### src/rtl/fetch_pkg.sv
// fetch_pkg: shared types and defaults for the fetch/PC unit.
// Holds the FSM state enum and the default reset PC.
package fetch_pkg;

  typedef enum logic [1:0] {
    ST_BOOT,
    ST_FETCH,
    ST_EXEC,
    ST_FAULT
  } fetch_state_e;

  localparam logic [31:0] RESET_PC_DEF = 32'h0;

endpackage

### src/rtl/fetch_next_pc.sv
// fetch_next_pc: priority mux of set > add > inc plus PC adder.
// Ports: cur_pc, pc_target, strobes in; next_pc, strobe out.
module fetch_next_pc #(
  parameter int ADDR_W = 31
) (
  input  logic [ADDR_W-1:0] cur_pc,
  input  logic [ADDR_W-1:0] pc_target,
  input  logic              pc_set,
  input  logic              pc_add,
  input  logic              pc_inc,
  output logic [ADDR_W-1:0] next_pc,
  output logic              strobe
);

  assign strobe = pc_set | pc_add | pc_inc;

  always_comb begin
    next_pc = cur_pc;
    if (pc_set) begin
      next_pc = pc_target;
    end else if (pc_add) begin
      next_pc = cur_pc + pc_target;
    end else if (pc_inc) begin
      next_pc = cur_pc + ADDR_W'(1);
    end
  end

endmodule

### src/rtl/fetch_pc.sv
// fetch_pc: architectural PC, imem req/ack fetch, instr latch.
// Ports: cpu_clk/rst, PC strobes, imem bus, decode outputs.
module fetch_pc
  import fetch_pkg::*;
#(
  parameter int              ADDR_W   = 31,
  parameter int              INSTR_W  = 16,
  parameter logic [ADDR_W-1:0] RESET_PC =
    ADDR_W'(RESET_PC_DEF),
  parameter int              CNT_W    = 32
) (
  input  logic               cpu_clk,
  input  logic               cpu_rst,
  input  logic               pc_set,
  input  logic               pc_add,
  input  logic               pc_inc,
  input  logic [ADDR_W-1:0]  pc_target,
  output logic               imem_req,
  output logic [ADDR_W-1:0]  imem_addr,
  input  logic               imem_ack,
  input  logic [INSTR_W-1:0] imem_rdata,
  input  logic               imem_err,
  output logic               instr_valid,
  output logic [INSTR_W-1:0] instr,
  output logic [ADDR_W-1:0]  instr_pc,
  output logic [ADDR_W-1:0]  cur_pc,
  output logic               fault,
  output logic [CNT_W-1:0]   instret
);

  fetch_state_e       state_q, state_d;
  logic [ADDR_W-1:0]  pc_q, pc_d;
  logic [INSTR_W-1:0] instr_q, instr_d;
  logic [ADDR_W-1:0]  ipc_q, ipc_d;
  logic [CNT_W-1:0]   instret_q, instret_d;
  logic               fault_q, fault_d;

  logic [ADDR_W-1:0]  next_pc;
  logic               strobe;

  fetch_next_pc #(
    .ADDR_W (ADDR_W)
  ) u_next_pc (
    .cur_pc    (pc_q),
    .pc_target (pc_target),
    .pc_set    (pc_set),
    .pc_add    (pc_add),
    .pc_inc    (pc_inc),
    .next_pc   (next_pc),
    .strobe    (strobe)
  );

  always_comb begin
    state_d   = state_q;
    pc_d      = pc_q;
    instr_d   = instr_q;
    ipc_d     = ipc_q;
    instret_d = instret_q;
    fault_d   = fault_q;
    unique case (state_q)
      ST_BOOT: begin
        state_d = ST_FETCH;
      end
      ST_FETCH: begin
        if (imem_ack) begin
          if (imem_err) begin
            fault_d = 1'b1;
            state_d = ST_FAULT;
          end else begin
            instr_d = imem_rdata;
            ipc_d   = pc_q;
            state_d = ST_EXEC;
          end
        end
      end
      ST_EXEC: begin
        if (strobe) begin
          pc_d      = next_pc;
          instret_d = instret_q + CNT_W'(1);
          state_d   = ST_FETCH;
        end
      end
      ST_FAULT: begin
        state_d = ST_FAULT;
      end
      default: begin
        state_d = ST_BOOT;
      end
    endcase
  end

  always_ff @(posedge cpu_clk) begin
    if (cpu_rst) begin
      state_q   <= ST_BOOT;
      pc_q      <= RESET_PC;
      instr_q   <= '0;
      ipc_q     <= '0;
      instret_q <= '0;
      fault_q   <= 1'b0;
    end else begin
      state_q   <= state_d;
      pc_q      <= pc_d;
      instr_q   <= instr_d;
      ipc_q     <= ipc_d;
      instret_q <= instret_d;
      fault_q   <= fault_d;
    end
  end

  assign imem_req    = (state_q == ST_FETCH);
  assign imem_addr   = pc_q;
  assign instr_valid = (state_q == ST_EXEC);
  assign instr       = instr_q;
  assign instr_pc    = ipc_q;
  assign cur_pc      = pc_q;
  assign fault       = fault_q;
  assign instret     = instret_q;

endmodule

### config.mk
export PLATFORM = sky130hd
export DESIGN_NAME = fetch_pc
export DESIGN_NICKNAME = d
export VERILOG_FILES = /design/src/rtl/fetch_pkg.sv /design/src/rtl/fetch_next_pc.sv /design/src/rtl/fetch_pc.sv
export SDC_FILE = /design/constraint.sdc
export NUM_CORES = 1
export LEC_CHECK = 0
export CORE_ASPECT_RATIO = 0.7
export CORE_MARGIN = 2
export CORE_UTILIZATION = 53
export CTS_BUF_LIST = sky130_fd_sc_hd__clkbuf_8
export DETAILED_ROUTE_END_ITERATION = 6
export PLACE_DENSITY = 0.95
export SYNTH_ARGS = -nofsm -noshare
export SYNTH_HDL_FRONTEND = slang
export SYNTH_SLANG_ARGS = --single-unit
### constraint.sdc
create_clock -name cpu_clk -period 7.85 [get_ports cpu_clk]
set_clock_uncertainty 0.05 [all_clocks]
set_input_delay 1.9625 -clock cpu_clk [delete_from_list [all_inputs] [get_ports cpu_clk]]
set_output_delay 1.9625 -clock cpu_clk [all_outputs]
set_load 0.01 [all_outputs]
==> flow_summary.toml, run 1 <==
[timing]
fin_crit_sh_pct = 72.74
finalSetupTns_ns = 0
fin_ws_ns = 2.140
tightest_slew_ns = 1.060
grt_setup_unrepaired = "false"
finalSetupViolations = 0
maxSlewViolCount = 0
hold_viol = 0
fin_hold_ws_ns = 0.4048
clock.fmax_ghz = 0.1751
relSlewSlack_pct = 29.10
fin_crit_ns = 5.710

[pwr]
p_per_area_nw_per_um2 = 161.7
seqPwrFrac_pct = 42.6
comb_power_share_pct = 14.6
power_w = 0.001410
p_clk_share_pct = 42.8
p_leak_nw = 3.234
ir_worst_vdd_mv = 0.1142
p_int_w = 0.001010
power.switching_w = 0.0004006
swShare_pct = 28.41

[synth]
async_reset_ff_share_pct = 0
postSynthCellCount = 832
ys_seq_elements = 113
ys_seq_area_share_pct = 34.88
syn_nets = 918
yosys_warnings = 0
syn-mean-instance-area_sq_um = 7.794
netlist-cell-type-count = 56
syn-cell-area_sq_um = 6485
synth-edff-count = 0
synth_flop_cell = "dfxtp_1"

[cells_and_area]
diodes = 0
fillers = 882
drive_gt1_share_pct = 5.740
seq_area_sq_um = 2262
finalNetCount = 1066
layout_commonest_cell = "clkdlybuf4s50_1"
multiInputGateArea_sq_um = 3782
finalNonFillerCells = 1150
area_growth_pct = 34.50
final_cell_mix = "clkdlybuf4s50_1, nand2_1, dfxtp_1, a21oi_1, nor2_1"

[place]
place_hpwl_um = 13580
dp_worst_setup_slack_ns = 1.890
placed_cells = 1118
place.gp.congestion = 0.9369
numPortBuffers = 197

[cts]
cts_buffer_depth = 2
clock_sinks = 113
clock-root-buffer = "clkbuf_8"
cts_resized = 0
cts_inserted_buffers = 17
cts_tree = "built"
cts-htree-levels = 4
hold_buffers = 0
path_clk_slew_ns = 0.08
clk_latency_ns = 0.45
post_cts_buffers = 0

[setup_path]
end_kind = "register"
cp.arrival_ns = 6.03
worstPathMaxFanout = 35
cp_cell_sequence = "clkdlybuf4s50_1 > nand2b_1 > ha_1 > inv_1 > fa_1 > nor2b_4 > o31ai_1 > a211oi_1 > o21ai_0 > a21oi_1 > a221oi_1 > o31ai_1 > xnor2_1 > a211oi_1"
crit_type = "in2reg"
critPathRequiredTime_ns = 8.17
cp-start-kind = "primary input"
crit_path_max_incr_delay_ns = 1.17
crit_slowest_cell = "clkdlybuf4s50_1"

[floorplanning]
start_util_pct = 54.92
rows = 33
die_h_um = 96.55
core_sq_um = 11810
dieArea_sq_um = 13150
die_x_um = 136.2
ioPinCount = 198

[routing]
viasPerCell = 5.696
drt_iter0_drc = 409
detail_route.first_pass.iterations = 5
antenna_left = 0
vias = 6550
wl_um = 18810
drcViolationCount = 0
wl_per_cell_um = 16.36

[worst_hold_path]
hold_path_class = "reg2reg"

[global_route]
grt_pass1_vias = 6069
grt_pass1_wl_um = 29510
antenna_found_initial = 0
grtUsageTotal_pct = 28.46
grt_overflow_total = 0
grt_max_degree = 65

[outcome]
status = "finished, final reports clean"

[run]
max_cap_viol_count = 0
flip-flops by register name (all words and copies together), names as in the netlist:
signal	count
cur_pc	31
instr	16
instr_pc	31
fault	1
instret	32
state_q	2
area by class of cell:
cell class | count | area share (%)
sequential | 113 | 25.94
clock buffer | 17 | 2.683
multi-input combinational | 633 | 43.37
timing repair buffer | 202 | 22.95
inverter | 13 | 0.5595
clock inverter | 15 | 2.252
tap | 157 | 2.252
worst max-delay path: cells and delay by family:
kind,cells,cell delay (ns)
adders and majority gates,2,0.49
AOI/OAI and AO/OA,7,1.94
and+or+nand+nor,2,0.21
buffers and inverters,2,1.24
xor gates and xnor gates,1,0.18
Yosys cell counts (3+ instances only):
| cell | number | area share (%) |
|---|---|---|
| nand2_1 | 136 | 7.9 |
| or2_2 | 3 | 0.29 |
| buf_2 | 3 | 0.23 |
| buf_4 | 32 | 3.7 |
| nand4_1 | 7 | 0.68 |
| clkbuf_1 | 33 | 1.9 |
| a21o_1 | 11 | 1.3 |
| and4_1 | 5 | 0.68 |
| or3_1 | 9 | 0.87 |
| nor2_1 | 73 | 4.2 |
| nor2b_1 | 4 | 0.39 |
| nand2b_1 | 3 | 0.29 |
| inv_1 | 13 | 0.75 |
| o211ai_1 | 9 | 1.0 |
| mux2i_1 | 5 | 0.77 |
| ha_1 | 31 | 6.0 |
| a21oi_2 | 3 | 0.41 |
| xnor2_1 | 23 | 3.1 |
| and3_1 | 11 | 1.1 |
| xor2_1 | 23 | 3.1 |
| nand3_1 | 17 | 1.3 |
| o21a_1 | 7 | 0.81 |
| a211oi_1 | 23 | 2.7 |
| buf_1 | 5 | 0.29 |
| nor3_1 | 14 | 1.1 |
| nand3b_1 | 7 | 0.81 |
| o21ai_0 | 52 | 4.0 |
| a31oi_1 | 4 | 0.39 |
| and2_1 | 34 | 3.3 |
| o31ai_1 | 5 | 0.58 |
| a21oi_1 | 85 | 6.6 |
| dfxtp_1 | 113 | 35 |
cells by family after synthesis:
kind of cell	synth area share, %
and+or+nand+nor	23.54
xor gates and xnor gates	6.213
muxes	1.119
buffers and inverters	6.888
DFF	34.88
AOI/OAI and AO/OA	21.07
adders and majority gates	6.290
power by group through the flow:
stage                     registers [W]  logic, W  clock network [W]
after floorplan                0.000614  0.000119                  0
after global placement         0.000613  0.000199                  0
after detailed placement       0.000613  0.000203                  0
after CTS                      0.000600  0.000205           0.000611
after global routing           0.000602  0.000225           0.000636
final                          0.000600  0.000206           0.000604
routing by layer:
metal  up-vias  share of wire (%)  GRT usage (%)
li1       3162                  -              -
met5         -                  0              0
met4         0                2.9          12.76
met3        47                8.0          6.416
met2       281                 45          45.44
met1      3060                 44          37.11
final timing paths:
path,end,from,cells after the start,slack [ns]
max,cur_pc[28],pc_add,14,2.14
min,instr_pc[25],instr_pc[25],2,0.40
max reg2reg,cur_pc[28],cur_pc[0],12,4.61
min reg2reg,instr_pc[25],instr_pc[25],2,0.40
through the flow:
step	util, %	cell area (sq um)
after CTS	73.86	8722
final	73.86	8722
after global placement	70.22	8292
after floorplan	-	6485
after detailed placement	70.22	8292
after global routing	73.86	8722
No activity file was read; power rests on OpenSTA's default activity.
==> run 2: changes to the inputs <==
CORE_UTILIZATION = 44   (was 53)
PLACE_DENSITY = 0.9   (was 0.95)
clock period = 5 ns   (was 7.85 ns; I/O delays follow)
==> flow_summary.toml, run 2 (synthesis gave the netlist of run 1 again) <==
[timing]
clock.fmax_ghz = 0.2326
grt_setup_unrepaired = "false"
finalSetupTns_ns = 0
relSlewSlack_pct = 32.55
hold_viol = 0
fin_crit_sh_pct = 86.00
fin_ws_ns = 0.6999
finalSetupViolations = 0
maxSlewViolCount = 0
fin_crit_ns = 4.300
tightest_slew_ns = 1.006

[pwr]
p_per_area_nw_per_um2 = 252.3
ir_worst_vdd_mv = 0.1518
p_leak_nw = 3.270
power_w = 0.002228

[cells_and_area]
seq_area_sq_um = 2262
fin_area_sq_um = 8828
largest_reg_flops = 32
finalNetCount = 1072
fillers = 1304
multiInputGateArea_sq_um = 3782
area_growth_pct = 36.14
drive_gt1_share_pct = 6.306
layout_commonest_cell = "clkdlybuf4s50_1"
final_cell_mix = "clkdlybuf4s50_1, nand2_1, dfxtp_1, a21oi_1, nor2_1"
finalNonFillerCells = 1195

[cts]
cts_resized = 0
clock-root-buffer = "clkbuf_8"
cts-htree-levels = 4
path_clk_slew_ns = 0.07
cts_inserted_buffers = 17
cts_tree = "built"
hold_buffers = 0
cts_buffer_depth = 2
clock_sinks = 113
post_cts_buffers = 0
clk_latency_ns = 0.44

[global_route]
grt_pass1_wl_um = 30620
grt_pass1_vias = 6132
antenna_found_initial = 1
grt_max_degree = 74
grt_overflow_total = 0
grtUsageTotal_pct = 24.10

[floorplanning]
rows = 37
ioPinCount = 198
start_util_pct = 44.61
die_x_um = 149.1
die_h_um = 105.6
dieArea_sq_um = 15740
core_sq_um = 14540

[routing]
vias = 6489
wl_um = 19160
wl_per_cell_um = 16.03
detail_route.first_pass.iterations = 5
viasPerCell = 5.430
drcViolationCount = 0
antenna_left = 0
drt_iter0_drc = 496

[place]
dp_worst_setup_slack_ns = 0.2277
place_hpwl_um = 13970
placed_cells = 1162
place.gp.congestion = 0.8998
numPortBuffers = 197
place_area_sq_um = 8397

[setup_path]
crit_slowest_cell = "clkdlybuf4s50_1"
cp-start-kind = "primary input"
worstPathMaxFanout = 35
end_kind = "register"
critical-path-top-delay-family = "compound AO/OA/AOI/OAI gates"
cp.arrival_ns = 4.53
crit_type = "in2reg"
cp.buffers_inverters = 3
critPathRequiredTime_ns = 5.23
cp_cell_sequence = "clkdlybuf4s50_1 > buf_12 > nand2b_1 > ha_1 > inv_1 > fa_1 > nor2b_4 > o31a_1 > o311ai_1 > a21oi_1 > a211o_1 > o221ai_4 > mux2_1 > nor3_1 > a2111oi_2"
crit_path_max_incr_delay_ns = 0.51

[worst_hold_path]
hold_path_class = "reg2reg"

[run]
max_cap_viol_count = 0

[outcome]
status = "finished, final reports clean"
[run 2: cell types whose count changed in the layout (fill, tap and decap cells not counted), sizes merged]
cell,delta
diode,+1
clkinvlp,-1
buf,+6
clkinv,+1
[run 2: where the power goes]
group	total [W]	internal, W	switching [W]
sequential	0.000942	0.000918	0.0000241
clock	0.000959	0.000510	0.000449
combinational	0.000326	0.000160	0.000167
total	0.00223	0.00159	0.000640
[run 2: path summary, 6_finish.rpt]
check | startpoint | end | slack, ns | cells after the start
worst min register to register | instr[2] | instr[2] | 0.40 | 2
worst max-delay path | pc_add | cur_pc[30] | 0.70 | 15
worst max register to register | cur_pc[0] | cur_pc[28] | 1.85 | 13
worst min-delay path | instr[2] | instr[2] | 0.40 | 2
[run 2: layout make-up]
| cell class | instances | share of cell area (%) |
|---|---|---|
| Antenna cell | 1 | 0.02834 |
| Clock buffer | 17 | 2.650 |
| Clock inverter | 15 | 2.211 |
| Inverter | 13 | 0.5527 |
| Multi-Input combinational cell | 633 | 42.84 |
| Sequential cell | 113 | 25.62 |
| Tap cell | 195 | 2.764 |
| Timing Repair Buffer | 208 | 23.33 |
[run 2: stage by stage]
stage | utilization (%) | hold slack (ns)
2_1_floorplan | - | 0.4305
3_3_place_gp | 57.76 | 0.3913
3_5_place_dp | 57.76 | 0.3953
6_report | 60.73 | 0.4039
4_1_cts | 60.72 | 0.4058
5_1_grt | 60.73 | 0.4200
[run 2: worst register-to-register path: stages, from the launching register on]
cell and delay, ns:
dfxtp_1 0.43, ha_1 0.23, inv_1 0.06, fa_1 0.42
nor2b_4 0.16, o31ai_1 0.10, a211oi_1 0.28, o21ai_0 0.18
a21oi_1 0.28, a221oi_1 0.12, buf_4 0.17, o31ai_1 0.29
xnor2_1 0.10, a211oi_1 0.22
[run 2: routing by layer]
layer  part of all wire, %  GRT usage (%)  vias to the layer above
li1                      -              -                     3177
met2                    45          38.28                      237
met5                     0              0                        -
met1                    46          32.84                     3048
met3                   6.9          5.152                       27
met4                   1.7          7.347                        0
